### src/rtl/sap1_pio_pkg.sv
`default_nettype none
// ============================================================================
// Package     : sap1_pio_pkg
// Description : Shared types and constants for the SAP1 PIO bus arbiter.
// Revision    : 1.0 - initial release
// ============================================================================
package sap1_pio_pkg;

    typedef enum logic [1:0] {
        IDLE    = 2'd0,
        ISSUE   = 2'd1,
        WAIT_RD = 2'd2
    } pio_arb_state_e;

    localparam logic        PIO_RW_READ  = 1'b1;
    localparam logic        PIO_RW_WRITE = 1'b0;
    localparam logic [31:0] PIO_ERR_DATA = 32'hDEAD_BEEF;

endpackage
`default_nettype wire

### src/rtl/rr_arbiter.sv
`default_nettype none
// ============================================================================
// Module      : rr_arbiter
// Description : Combinational round-robin arbiter; search starts at ptr.
// Revision    : 1.0 - initial release
// ============================================================================
module rr_arbiter #(
    parameter  int N  = 2,
    localparam int IW = (N > 1) ? $clog2(N) : 1
) (
    input  logic [N-1:0]  req,
    input  logic [IW-1:0] ptr,
    output logic [N-1:0]  gnt,
    output logic [IW-1:0] gnt_idx
);

    logic [2*N-1:0] w_dbl;
    logic [N-1:0]   w_rot;
    logic [IW:0]    w_sum;
    logic           w_found;

    // Rotating a doubled copy puts requester (ptr+k) mod N at bit k.
    assign w_dbl = {req, req};
    assign w_rot = N'(w_dbl >> ptr);

    always_comb begin
        gnt_idx = '0;
        w_found = 1'b0;
        w_sum   = '0;
        for (int k = 0; k < N; k++) begin
            if (!w_found && w_rot[k]) begin
                w_found = 1'b1;
                w_sum   = {1'b0, ptr} + (IW+1)'(k);
                if (w_sum >= (IW+1)'(N)) begin
                    w_sum = w_sum - (IW+1)'(N);
                end
                gnt_idx = w_sum[IW-1:0];
            end
        end
        gnt = w_found ? (N'(1) << gnt_idx) : '0;
    end

endmodule
`default_nettype wire

### src/rtl/pio_arbiter.sv
`default_nettype none
// ============================================================================
// Module      : pio_arbiter
// Description : Round-robin sharing of the SAP1 PIO command bus with read
//               hold, read timeout and response routing to the issuer.
// Revision    : 1.0 - initial release
// ============================================================================
module pio_arbiter
    import sap1_pio_pkg::*;
#(
    parameter int                NUM_REQ    = 2,
    parameter int                ADDR_W     = 16,
    parameter int                DATA_W     = 32,
    parameter int                RD_TIMEOUT = 16,
    parameter logic [DATA_W-1:0] ERR_DATA   = DATA_W'(PIO_ERR_DATA)
) (
    input  logic                      clk,
    input  logic                      reset,
    input  logic [NUM_REQ-1:0]        req_vld,
    input  logic [NUM_REQ*ADDR_W-1:0] req_addr,
    input  logic [NUM_REQ*DATA_W-1:0] req_data_w,
    input  logic [NUM_REQ-1:0]        req_rw,
    output logic [NUM_REQ-1:0]        req_rdy,
    output logic [NUM_REQ-1:0]        rsp_rd_vld,
    output logic                      rsp_err,
    output logic [DATA_W-1:0]         rsp_data_r,
    output logic [ADDR_W-1:0]         pio_addr,
    output logic [DATA_W-1:0]         pio_data_w,
    output logic                      pio_rw,
    output logic                      pio_cmd_vld,
    input  logic                      pio_rd_vld,
    input  logic [DATA_W-1:0]         pio_data_r
);

    localparam int IW = (NUM_REQ > 1) ? $clog2(NUM_REQ) : 1;
    localparam int CW = $clog2(RD_TIMEOUT);

    pio_arb_state_e    r_state;
    pio_arb_state_e    w_state_nxt;
    logic [IW-1:0]     r_ptr;
    logic [IW-1:0]     r_owner;
    logic [IW-1:0]     w_gnt_idx;
    logic [NUM_REQ-1:0] w_gnt;
    logic [ADDR_W-1:0] r_pio_addr;
    logic [DATA_W-1:0] r_pio_data_w;
    logic              r_pio_rw;
    logic [CW-1:0]     r_cnt;
    logic [NUM_REQ-1:0] r_rsp_vld;
    logic              r_rsp_err;
    logic [DATA_W-1:0] r_rsp_data;
    logic              w_accept;
    logic              w_rd_done;
    logic              w_timeout;
    logic [IW-1:0]     w_ptr_nxt;

    rr_arbiter #(
        .N       (NUM_REQ)
    ) u_rr_arbiter (
        .req     (req_vld),
        .ptr     (r_ptr),
        .gnt     (w_gnt),
        .gnt_idx (w_gnt_idx)
    );

    assign w_ptr_nxt = (w_gnt_idx == IW'(NUM_REQ-1)) ? '0 : w_gnt_idx + 1'b1;

    always_comb begin
        w_state_nxt = r_state;
        req_rdy     = '0;
        pio_cmd_vld = 1'b0;
        w_accept    = 1'b0;
        w_rd_done   = 1'b0;
        w_timeout   = 1'b0;
        case (r_state)
            IDLE: begin
                // A grant during reset would be silently lost, so none is offered.
                if ((|req_vld) && !reset) begin
                    req_rdy     = w_gnt;
                    w_accept    = 1'b1;
                    w_state_nxt = ISSUE;
                end
            end
            ISSUE: begin
                pio_cmd_vld = 1'b1;
                w_state_nxt = (r_pio_rw == PIO_RW_READ) ? WAIT_RD : IDLE;
            end
            WAIT_RD: begin
                if (pio_rd_vld) begin
                    w_rd_done   = 1'b1;
                    w_state_nxt = IDLE;
                end else if (r_cnt == CW'(RD_TIMEOUT-1)) begin
                    w_timeout   = 1'b1;
                    w_state_nxt = IDLE;
                end
            end
            default: w_state_nxt = IDLE;
        endcase
    end

    always_ff @(posedge clk) begin
        if (reset) begin
            r_state      <= IDLE;
            r_ptr        <= '0;
            r_owner      <= '0;
            r_pio_addr   <= '0;
            r_pio_data_w <= '0;
            r_pio_rw     <= PIO_RW_WRITE;
            r_cnt        <= '0;
            r_rsp_vld    <= '0;
            r_rsp_err    <= 1'b0;
            r_rsp_data   <= '0;
        end else begin
            r_state   <= w_state_nxt;
            r_rsp_vld <= '0;
            r_rsp_err <= 1'b0;
            if (w_accept) begin
                r_pio_addr   <= req_addr[int'(w_gnt_idx)*ADDR_W +: ADDR_W];
                r_pio_data_w <= req_data_w[int'(w_gnt_idx)*DATA_W +: DATA_W];
                r_pio_rw     <= req_rw[w_gnt_idx];
                r_owner      <= w_gnt_idx;
                r_ptr        <= w_ptr_nxt;
            end
            if (r_state == ISSUE) begin
                r_cnt <= '0;
            end else if (r_state == WAIT_RD) begin
                r_cnt <= r_cnt + 1'b1;
            end
            // Real data takes priority over a timeout landing in the same cycle.
            if (w_rd_done) begin
                r_rsp_vld  <= NUM_REQ'(1) << r_owner;
                r_rsp_data <= pio_data_r;
            end else if (w_timeout) begin
                r_rsp_vld  <= NUM_REQ'(1) << r_owner;
                r_rsp_err  <= 1'b1;
                r_rsp_data <= ERR_DATA;
            end
        end
    end

    assign rsp_rd_vld = r_rsp_vld;
    assign rsp_err    = r_rsp_err;
    assign rsp_data_r = r_rsp_data;
    assign pio_addr   = r_pio_addr;
    assign pio_data_w = r_pio_data_w;
    assign pio_rw     = r_pio_rw;

endmodule
`default_nettype wire

### config.mk
export PLATFORM = sky130hd
export DESIGN_NAME = pio_arbiter
export DESIGN_NICKNAME = d
export VERILOG_FILES = /design/src/rtl/sap1_pio_pkg.sv /design/src/rtl/rr_arbiter.sv /design/src/rtl/pio_arbiter.sv
export SDC_FILE = /design/constraint.sdc
export NUM_CORES = 1
export LEC_CHECK = 0
export CORE_MARGIN = 4
export CORE_UTILIZATION = 25
export DETAILED_ROUTE_END_ITERATION = 8
export GPL_TIMING_DRIVEN = 1
export SYNTH_ARGS = -nofsm -noshare
export SYNTH_HDL_FRONTEND = slang
export SYNTH_SLANG_ARGS = --single-unit
export TNS_END_PERCENT = 1
### constraint.sdc
create_clock -name clk -period 2.9 [get_ports clk]
set_clock_uncertainty 0.15 [all_clocks]
set_input_delay 0.87 -clock clk [delete_from_list [all_inputs] [get_ports clk]]
set_output_delay 0.87 -clock clk [all_outputs]
set_load 0.005 [all_outputs]
# Yosys cells after proc, flatten, opt, wreduce, memory -nomap -nowiden

Index checks and enable logic that the tools add are counted.

Equality and inequality tests: 5
Reductions and logical operators: 10
Shift operators: 5
Order comparisons: 3
Multiplexer cells: 30
$add $sub $neg: 5

Operators by type and width:

| cell                                                                                 | number |
|---|---|
| 32-bit 2-to-1 mux                                                                    | 2 |
| 64-bit by 7-bit indexed part select with 32-bit output                               | 1 |
| 32-bit by 6-bit indexed part select with 16-bit output                               | 1 |
| 1-bit 2-to-1 mux                                                                     | 18 |
| 2-bit 2-to-1 mux                                                                     | 9 |
| 2-bit case mux with 3 select lines                                                   | 1 |
| 2-bit OR reduction                                                                   | 3 |
| 4-bit by 1-bit adder with 4-bit output (second input constant)                       | 1 |
| 4-bit equality test (second input constant)                                          | 1 |
| 1-bit by 1-bit << shifter with 2-bit output (first input constant)                   | 2 |
| 4-bit by 1-bit >> shifter with 2-bit output                                          | 1 |
| 3-bit != test (second input constant)                                                | 1 |
| 1-bit by 1-bit adder with 2-bit output (second input constant)                       | 1 |
| 2-bit by 1-bit equality test with 1-bit output (second input constant)               | 1 |
| 2-bit equality test (second input constant)                                          | 1 |
| 1-bit by 2-bit greater-or-equal comparator with 1-bit output (second input constant) | 1 |
| 2-bit greater-or-equal comparator (second input constant)                            | 1 |
| 1-bit logical AND                                                                    | 2 |
| 1-bit zero test                                                                      | 2 |
| 2-bit zero test                                                                      | 1 |
| 1-bit by 2-bit < comparator with 1-bit output (second input constant)                | 1 |
| 2-bit != test (second input constant)                                                | 1 |
| 2-bit AND reduction                                                                  | 1 |
| 2-bit nonzero test                                                                   | 1 |
| 2 further kinds                                                                      | 3 |

Logic and storage cells: 68
Bits of input ports: 135
Output and inout port bits: 87
Register bits after elaboration: 92

# Depth between registers and ports, before layout

Gate-level depths: netlist of the first run.

Word-level depth: 9
Mapped depth: 7
Depth with buffers taken out: 4

# Cells and area by module

From an unflattened synthesis of the first run, not the netlist that was laid out.

Cell total of the unflattened synthesis: 377
Area total of the unflattened synthesis: 4145.2 um2

By module, submodules not included:

| module      | cells an instance | area each (um2) | instances |
|---|---|---|---|
| pio_arbiter | 373               | 4115.2          | 1 |
| rr_arbiter  | 4                 | 30.0            | 1 |

# Least setup slack after synthesis of the first run

Ideal clock, no wire load.

Path kind: input-to-output
Start: input reset
End: output req_rdy[1]
Slack: 0.049 ns
Data required time: 1.880 ns
Buffers on the path: 2
Cell stages on the path: 5
Data arrival time: 1.831 ns
Cell sequence: clkbuf_1 > nor3_2 > clkbuf_1 > nand3b_1 > inv_1

Word-level cells in the longest chain between the ends: 4

Ends and longest elaborated chain:

| what              | RTL line          | source |
|---|---|---|
| from (decl)       | pio_arbiter.sv:18 | `input logic reset,` |
| 1-bit zero test   | pio_arbiter.sv:77 | `if ((\|req_vld) && !reset) begin` |
| 1-bit logical AND | pio_arbiter.sv:77 |  |
| 2-bit 2-to-1 mux  | pio_arbiter.sv:77 |  |
| 2-bit 2-to-1 mux  | pio_arbiter.sv:74 | `case (r_state)` |
| to (decl)         | pio_arbiter.sv:23 | `output logic [NUM_REQ-1:0] req_rdy,` |

Every way passes these cells.

# Worst setup path after layout of the first run

Start: input req_vld[0]
End: output req_rdy[1]

Word-level cells in the longest chain between the ends: 9

Ends and longest elaborated chain:

| what                                        | RTL line          | source |
|---|---|---|
| from (decl)                                 | pio_arbiter.sv:19 | `input logic [NUM_REQ-1:0] req_vld,` |
| 4-bit by 1-bit >> shifter with 2-bit output | rr_arbiter.sv:24  | `assign w_rot = N'(w_dbl >> ptr);` |
| 1-bit 2-to-1 mux                            | rr_arbiter.sv:31  | `if (!w_found && w_rot[k]) begin` |
| 1-bit zero test                             | rr_arbiter.sv:31  |  |
| 1-bit logical AND                           | rr_arbiter.sv:31  |  |
| 1-bit 2-to-1 mux                            | rr_arbiter.sv:31  |  |
| 1-bit by 1-bit << shifter with 2-bit output | rr_arbiter.sv:40  | `gnt = w_found ? (N'(1) << gnt_idx) : '0;` |
| 2-bit 2-to-1 mux                            | rr_arbiter.sv:40  |  |
| 2-bit 2-to-1 mux (*)                        | pio_arbiter.sv:77 |  |
| 2-bit 2-to-1 mux (*)                        | pio_arbiter.sv:74 |  |

Mark *: on every way between the ends. The rest lies on a longest branch, timed or not.

==> out/qor.csv, run 1 <==
stage,metric,value,unit
outcome,status,"finished, final reports clean",
route,wire per inst,16.9,um
power_and_ir_drop,Peak VDD IR,247,uV
cells_and_area,design area,6840,um^2
clocking,worst skew pair latency,0.34,ns
floorplanning,die area,18700,um^2
floorplanning,Die Ht,137,um
sta,Min Hold Slack,0.272,ns
sta,Final Hold Viols,0,
sta,final count of negative-setup-slack endpoints,0,
clocking,"Reg clk slew, reported paths",0.07,ns
cells_and_area,Synth-to-Final Area Change,65.2,%
sta,RSZ-0062 raised after global routing,no,
floorplanning,Core Footprint,16100,um^2
synthesis,Netlist Area Pre-Place,4140,um^2
sta,crit path time final,2.82,ns
clocking,TritonCTS buffer count,9,
synthesis,Synth async-reset ratio,0,
route,Vias,4545,
power_and_ir_drop,leakage,2.24,nW
synthesis,Synth Warn #,0,
critical_path,CP most frequent cell,dlygate4sd2_1,
route,Vias/cell,5.02,
placed_design,Placed Instances,886,
placed_design,Post-Place Cell Area,6510,um^2
synthesis,average size of a mapped cell,8.41,um^2
floorplanning,starting density of the core,0.258,
placed_design,DPL Wire Length,10500,um
global_route,vias in the first global route,4560,
power_and_ir_drop,Power Total,3.24,mW
global_route,gr usage total,0.157,
floorplanning,num ports,222,
floorplanning,row count,46,
critical_path,CP Max Fanout,3,
synthesis,Synth Area in Simple Gates,0.175,
critical_path,Crit path required time,1.88,ns
route,DRC Markers,0,
flow_run,MaxCap Viol Count,0,
synthesis,post-synthesis xor/xnor area fraction,0.00212,
floorplanning,Die W,137,um
global_route,pin count of the biggest net entering global routing,97,
critical_path,Startpoint Class,primary input,
placed_design,Final Wtd Congestion,0.763,
sta,Max Fclk,354,MHz
critical_path,CP Buf/Inv Count,3,
clocking,clock sink count,92,
route,final WL,15300,um
route,drt initial violations,198,
cells_and_area,fraction of layout instances using a drive strength above 1,0.0640,
global_route,initial antenna violation count,1,
synthesis,number of synthesized flops with an enable pin,0,
synthesis,Post-Syn Nets,628,
synthesis,fraction of synthesized area in multiplexers,0.00272,
placed_design,IO buf count,221,
sta,max_slew headroom,0.346,
route,Detail Route Antenna Nets,0,
synthesis,sequential fraction of the synthesis area,0.445,
synthesis,"Primary FF master, synth",dfxtp_1,
sta,Final Max Slew Viols,0,
synthesis,Post-Synth Adder-Cell Area,0.00302,
sta,Worst Max-Slew Pin Slew,0.980,ns
clocking,CTS tree,done,
critical_path,CP max-delay cell,dlygate4sd2_1,
clocking,H-tree depth,3,
clocking,clk buf depth,2,
sta,part of the cycle the worst path needs,0.973,
global_route,Overflow after GRT,0,
synthesis,main combinational cell family by area after synthesis,compound AO/OA/AOI/OAI gates,
critical_path,Crit path max-delay family,buffers and inverters,
global_route,first-pass GRT wire length,23500,um
critical_path,worst setup path class,primary input to output pin,
critical_path,CP endpoint kind,output pin,
synthesis,#FFs+latches synth,92,
synthesis,compound-cell area share of the yosys netlist,0.306,
clocking,root buffer cell,clkbuf_16,
critical_path,Critical Path AT,1.80,ns
clocking,# hold bufs at CTS,0,
route,TritonRoute pass-1 iters,4,
min_path,type of the worst min-delay path,flop to flop,
critical_path,cells along the critical path,"dlygate4sd2_1, nor2b_4, nand3b_1, inv_1, dlygate4sd2_1",
critical_path,Slowest Stage Delay on Critical Path,0.27,ns
power_and_ir_drop,PwrDens,475,nW/um^2
synthesis,Gate Count Post-Synth,492,
synthesis,Cell variety after synth,33,
cells_and_area,Final Non-Filler Cells,905,
cells_and_area,Layout Nets,819,
sta,total negative slack,0,ns
[power breakdown]
part	switching [mW]	internal (mW)
Sequential	0.0394	1.33
Clock	0.544	0.684
Combinational	0.265	0.381
[layer usage]
layer,global-route usage,wire [um],vias to the layer above
li1,-,-,2211
met1,0.198,6590,2140
met2,0.260,7230,175
met3,0.0438,1270,17
met4,0.0515,222,2
met5,0,13,-
[cell usage after synthesis (4+ instances only)]
master | count | share of area
o211ai_1 | 9 | 0.016
a311oi_1 | 49 | 0.10
dfxtp_1 | 92 | 0.45
buf_2 | 6 | 0.0073
nand2_1 | 59 | 0.054
nand3b_1 | 53 | 0.096
o21ai_0 | 49 | 0.059
nor2_1 | 4 | 0.0036
a21oi_1 | 62 | 0.075
inv_1 | 5 | 0.0045
clkbuf_1 | 51 | 0.046
a31oi_1 | 24 | 0.036
[final timing paths]
check                  endpoint       start  cells after the start  slack (ns)
setup / recovery     req_rdy[1]  req_vld[0]                      5        0.08
hold / removal    rsp_rd_vld[0]     r_owner                      1        0.27
setup reg to reg  pio_data_w[3]  r_state[1]                      4        0.91
hold reg to reg   rsp_rd_vld[0]     r_owner                      1        0.27
[cells in the final DEF, fill, tap and decap left out, drive strengths merged, types with 2 or more instances in the layout]
cell           instances
dfxtp                 92
clkdlybuf4s50        216
clkinvlp               3
nand3                  2
dlygate4sd2            3
a21oi                 62
nand2                 59
o211ai                 9
o31ai                  2
o21ai                 49
nand3b                53
nor2                   4
buf                   22
nand2b                 2
a211oi                 2
a311oi                49
clkbuf                 9
or2                    2
inv                    9
a21o                   2
a31oi                 24
nor2b                  2
[stage by stage]
stage,setup WS [ns],util
after floorplan,0.0487,-
after global placement,-0.350,0.405
after detailed placement,-0.388,0.405
after CTS,0.0826,0.426
after global routing,0.0142,0.426
final,0.0782,0.426
[state kept, by name, indices dropped and copies added (netlist names)]
| signal | cells |
|---|---|
| rsp_rd_vld | 2 |
| r_state | 2 |
| rsp_err | 1 |
| r_owner | 1 |
| pio_rw | 1 |
| rsp_data_r | 32 |
| pio_addr | 16 |
| r_ptr | 1 |
| pio_data_w | 32 |
| r_cnt | 4 |
[worst reg2reg max path, cell delays in order (launching register included)]
cell	delay, ns
dfxtp_1	0.34
nor3_4	0.29
nand2_2	0.10
inv_2	0.72
a311oi_1	0.21
[kinds of logic (layout without fill, tap and decap cells)]
family                     Yosys count  count (layout)
muxes                                1               1
xor gates and xnor gates             1               1
and+or+nand+nor                    129             129
buffers and inverters               67             263
other                                0               1
DFF                                 92              92
AOI/OAI and AO/OA                  201             201
adders and majority gates            1               1
[repair_timing]
action / CTS / global route
gates resized for setup: 5 / 0
endpoints found under the hold margin: 0 / 0
setup buffers: 2 / 0
setup endpoints to repair: 2 / 0
[cell type report]
| type | instances | area [um^2] |
|---|---|---|
| sequential | 92 | 1840 |
| antenna | 1 | 2.50 |
| timing repair buffer | 241 | 2350 |
| clock buffer | 9 | 225 |
| fill | 1543 | 9220 |
| tap | 216 | 270 |
| inverter | 6 | 22.5 |
| multi-input combinational | 333 | 2040 |
| clock inverter | 7 | 83.8 |
No activity file was read; power rests on OpenSTA's default activity.
==> run 2, diff against run 1 <==
--- a/config.mk
+++ b/config.mk
@@ -5,10 +5,12 @@
 export SDC_FILE = /design/constraint.sdc
 export NUM_CORES = 1
 export LEC_CHECK = 0
+export CAP_MARGIN = 0
 export CORE_MARGIN = 4
-export CORE_UTILIZATION = 25
+export CORE_UTILIZATION = 39
 export DETAILED_ROUTE_END_ITERATION = 8
 export GPL_TIMING_DRIVEN = 1
+export PLACE_DENSITY = 0.8
 export SYNTH_ARGS = -nofsm -noshare
 export SYNTH_HDL_FRONTEND = slang
 export SYNTH_SLANG_ARGS = --single-unit
==> run 2 against run 1 <==
Critical path type unchanged. Via count up 1.5%. Die area down 34%. First-iteration DRC count up 72%. Non-clock buffer count down 1. Highest routed layer is now met4. Count of clock-buffer cells in the layout up 5. Largest cell class unchanged. Sequential share of layout area up 0.87 points. Global-route usage up 6.1 points. Maximum frequency up 1.0%.
==> out/qor.csv, run 2 (same netlist as run 1, synthesis figures left out) <==
stage,metric,value,unit,change
outcome,status,"finished, final reports clean",,unchanged
cells_and_area,most frequent cells in the layout,"clkdlybuf4s50_1 (216), dfxtp_1 (91), a21oi_1 (62)",,"was clkdlybuf4s50_1 (216), dfxtp_1 (92), a21oi_1 (62)"
route,Detail Route Antenna Nets,0,,unchanged
min_path,type of the worst min-delay path,flop to flop,,unchanged
sta,final count of negative-setup-slack endpoints,0,,unchanged
sta,final setup margin,0.107,ns,was 0.0782 ns
clocking,clk buf depth,2,,unchanged
critical_path,r2r setup slk,0.80,ns,was 0.91 ns
global_route,first-pass GRT wire length,22600,um,was 23500 um
route,final WL,14100,um,was 15300 um
sta,Worst Max-Slew Pin Slew,0.944,ns,was 0.980 ns
power_and_ir_drop,Int Pwr,2.14,mW,was 2.40 mW
power_and_ir_drop,Sw Ratio,0.256,,was 0.261
critical_path,cells along the critical path,"dlygate4sd2_1, or2_4, nand2_1, nor2_1, dlygate4sd2_1",,"was dlygate4sd2_1, nor2b_4, nand3b_1, inv_1, dlygate4sd2_1"
power_and_ir_drop,NetSw,0.738,mW,was 0.848 mW
critical_path,CP Max Fanout,2,,was 3
sta,part of the cycle the worst path needs,0.963,,was 0.973
route,TritonRoute pass-1 iters,5,,was 4
critical_path,Critical Path AT,1.77,ns,was 1.80 ns
cells_and_area,"leading cell type in the layout, fill and taps excluded",clkdlybuf4s50_1,,unchanged
critical_path,CP most frequent cell,dlygate4sd2_1,,unchanged
placed_design,IO buf count,221,,unchanged
cells_and_area,design area,6630,um^2,was 6840 um^2
cells_and_area,Synth-to-Final Area Change,60.1,%,was 65.2%
floorplanning,Core Footprint,10300,um^2,was 16100 um^2
clocking,root buffer cell,clkbuf_8,,was clkbuf_16
sta,max_slew headroom,0.370,,was 0.346
route,drt initial violations,341,,was 198
placed_design,Place WS,-0.348,ns,was -0.388 ns
power_and_ir_drop,Power Total,2.88,mW,was 3.24 mW
global_route,vias in the first global route,4412,,was 4560
global_route,initial antenna violation count,1,,unchanged
sta,Max Fclk,358,MHz,was 354 MHz
clocking,worst skew pair latency,0.35,ns,was 0.34 ns
power_and_ir_drop,Comb power frac,0.220,,was 0.199
critical_path,Startpoint Class,primary input,,unchanged
floorplanning,num ports,222,,unchanged
critical_path,CP endpoint kind,output pin,,unchanged
route,Vias/cell,5.60,,was 5.02
power_and_ir_drop,Clock power frac,0.303,,was 0.378
global_route,Overflow after GRT,0,,unchanged
route,DRC Markers,0,,unchanged
placed_design,Post-Place Cell Area,6400,um^2,was 6510 um^2
cells_and_area,fraction of layout instances using a drive strength above 1,0.0626,,was 0.0640
placed_design,DPL Wire Length,9600,um,was 10500 um
critical_path,Crit path required time,1.88,ns,about the same
route,wire per inst,17.2,um,was 16.9 um
cells_and_area,# fillers,873,,was 1543
global_route,gr usage total,0.218,,was 0.157
clocking,"Reg clk slew, reported paths",0.08,ns,was 0.07 ns
global_route,pin count of the biggest net entering global routing,97,,unchanged
clocking,clock sink count,92,,unchanged
power_and_ir_drop,PwrDens,434,nW/um^2,was 475 nW/um^2
floorplanning,Die Ht,111,um,was 137 um
floorplanning,Die W,111,um,was 137 um
critical_path,Slowest Stage Delay on Critical Path,0.28,ns,was 0.27 ns
placed_design,Final Wtd Congestion,0.814,,was 0.763
sta,crit path time final,2.79,ns,was 2.82 ns
flow_run,MaxCap Viol Count,0,,unchanged
floorplanning,row count,37,,was 46
power_and_ir_drop,leakage,2.19,nW,was 2.24 nW
sta,Final Max Slew Viols,0,,unchanged
clocking,TritonCTS buffer count,9,,unchanged
sta,Min Hold Slack,0.272,ns,about the same
cells_and_area,Multi-input gate area,2040,um^2,about the same
power_and_ir_drop,Peak VDD IR,288,uV,was 247 uV
sta,Final Hold Viols,0,,unchanged
clocking,# hold bufs at CTS,0,,unchanged
critical_path,worst setup path class,primary input to output pin,,unchanged
route,Vias,4615,,was 4545
cells_and_area,Reg area,1840,um^2,about the same
clocking,CTS tree,done,,unchanged
critical_path,CP max-delay cell,dlygate4sd2_1,,unchanged
floorplanning,starting density of the core,0.401,,was 0.258
cells_and_area,Layout Nets,818,,was 819
clocking,H-tree depth,3,,unchanged
sta,RSZ-0062 raised after global routing,no,,unchanged
power_and_ir_drop,register share of total power,0.478,,was 0.423
floorplanning,die area,12300,um^2,was 18700 um^2
## run 2: layer usage
layer	GRT usage	part of all wire	vias up
met4	0.0764	0.021	0
met2	0.351	0.47	220
met5	0	0	-
li1	-	-	2202
met3	0.0786	0.10	21
met1	0.269	0.41	2172
## run 2: worst max-delay path, delay by kind of cell
family                 cells  cell delay (ns)
buffers and inverters      2             0.53
and+or+nand+nor            3             0.36
## run 2: cell type report
type | instances | share of cell area
Timing Repair Buffer | 240 | 0.353
Multi-Input combinational cell | 333 | 0.308
Tap cell | 136 | 0.0257
Inverter | 6 | 0.00340
Clock inverter | 2 | 0.00227
Sequential cell | 92 | 0.278
Clock buffer | 14 | 0.0291
Antenna cell | 1 | 0.000378
## run 2: path summary, 6_finish.rpt
path                            startpoint       endpoint  cells after the start
worst min register to register     r_owner  rsp_rd_vld[0]                      1
worst max register to register  r_state[0]   pio_addr[12]                      5
worst max-delay path            req_vld[0]     req_rdy[0]                      5
worst min-delay path               r_owner  rsp_rd_vld[0]                      1
## run 2: repair_timing
action	CTS	global route
hold endpoints to repair	0	0
buffers inserted	2	0
setup endpoints to repair	2	1
gates resized for setup	4	1
## run 2: power by group through the flow
stage	Clock (mW)	Sequential (mW)	Combinational (mW)
floorplan	0	1.40	0.250
global placement	0	1.40	0.625
detailed placement	0	1.40	0.632
CTS	0.897	1.37	0.636
global route	0.948	1.38	0.685
finish	0.871	1.37	0.632
## run 2: stage by stage
step	TNS, ns	instances	util
2_1_floorplan	0	492	-
3_3_place_gp	-0.650	805	0.620
3_5_place_dp	-0.708	805	0.620
4_1_cts	0	823	0.641
5_1_grt	0	824	0.642
6_report	0	824	0.642
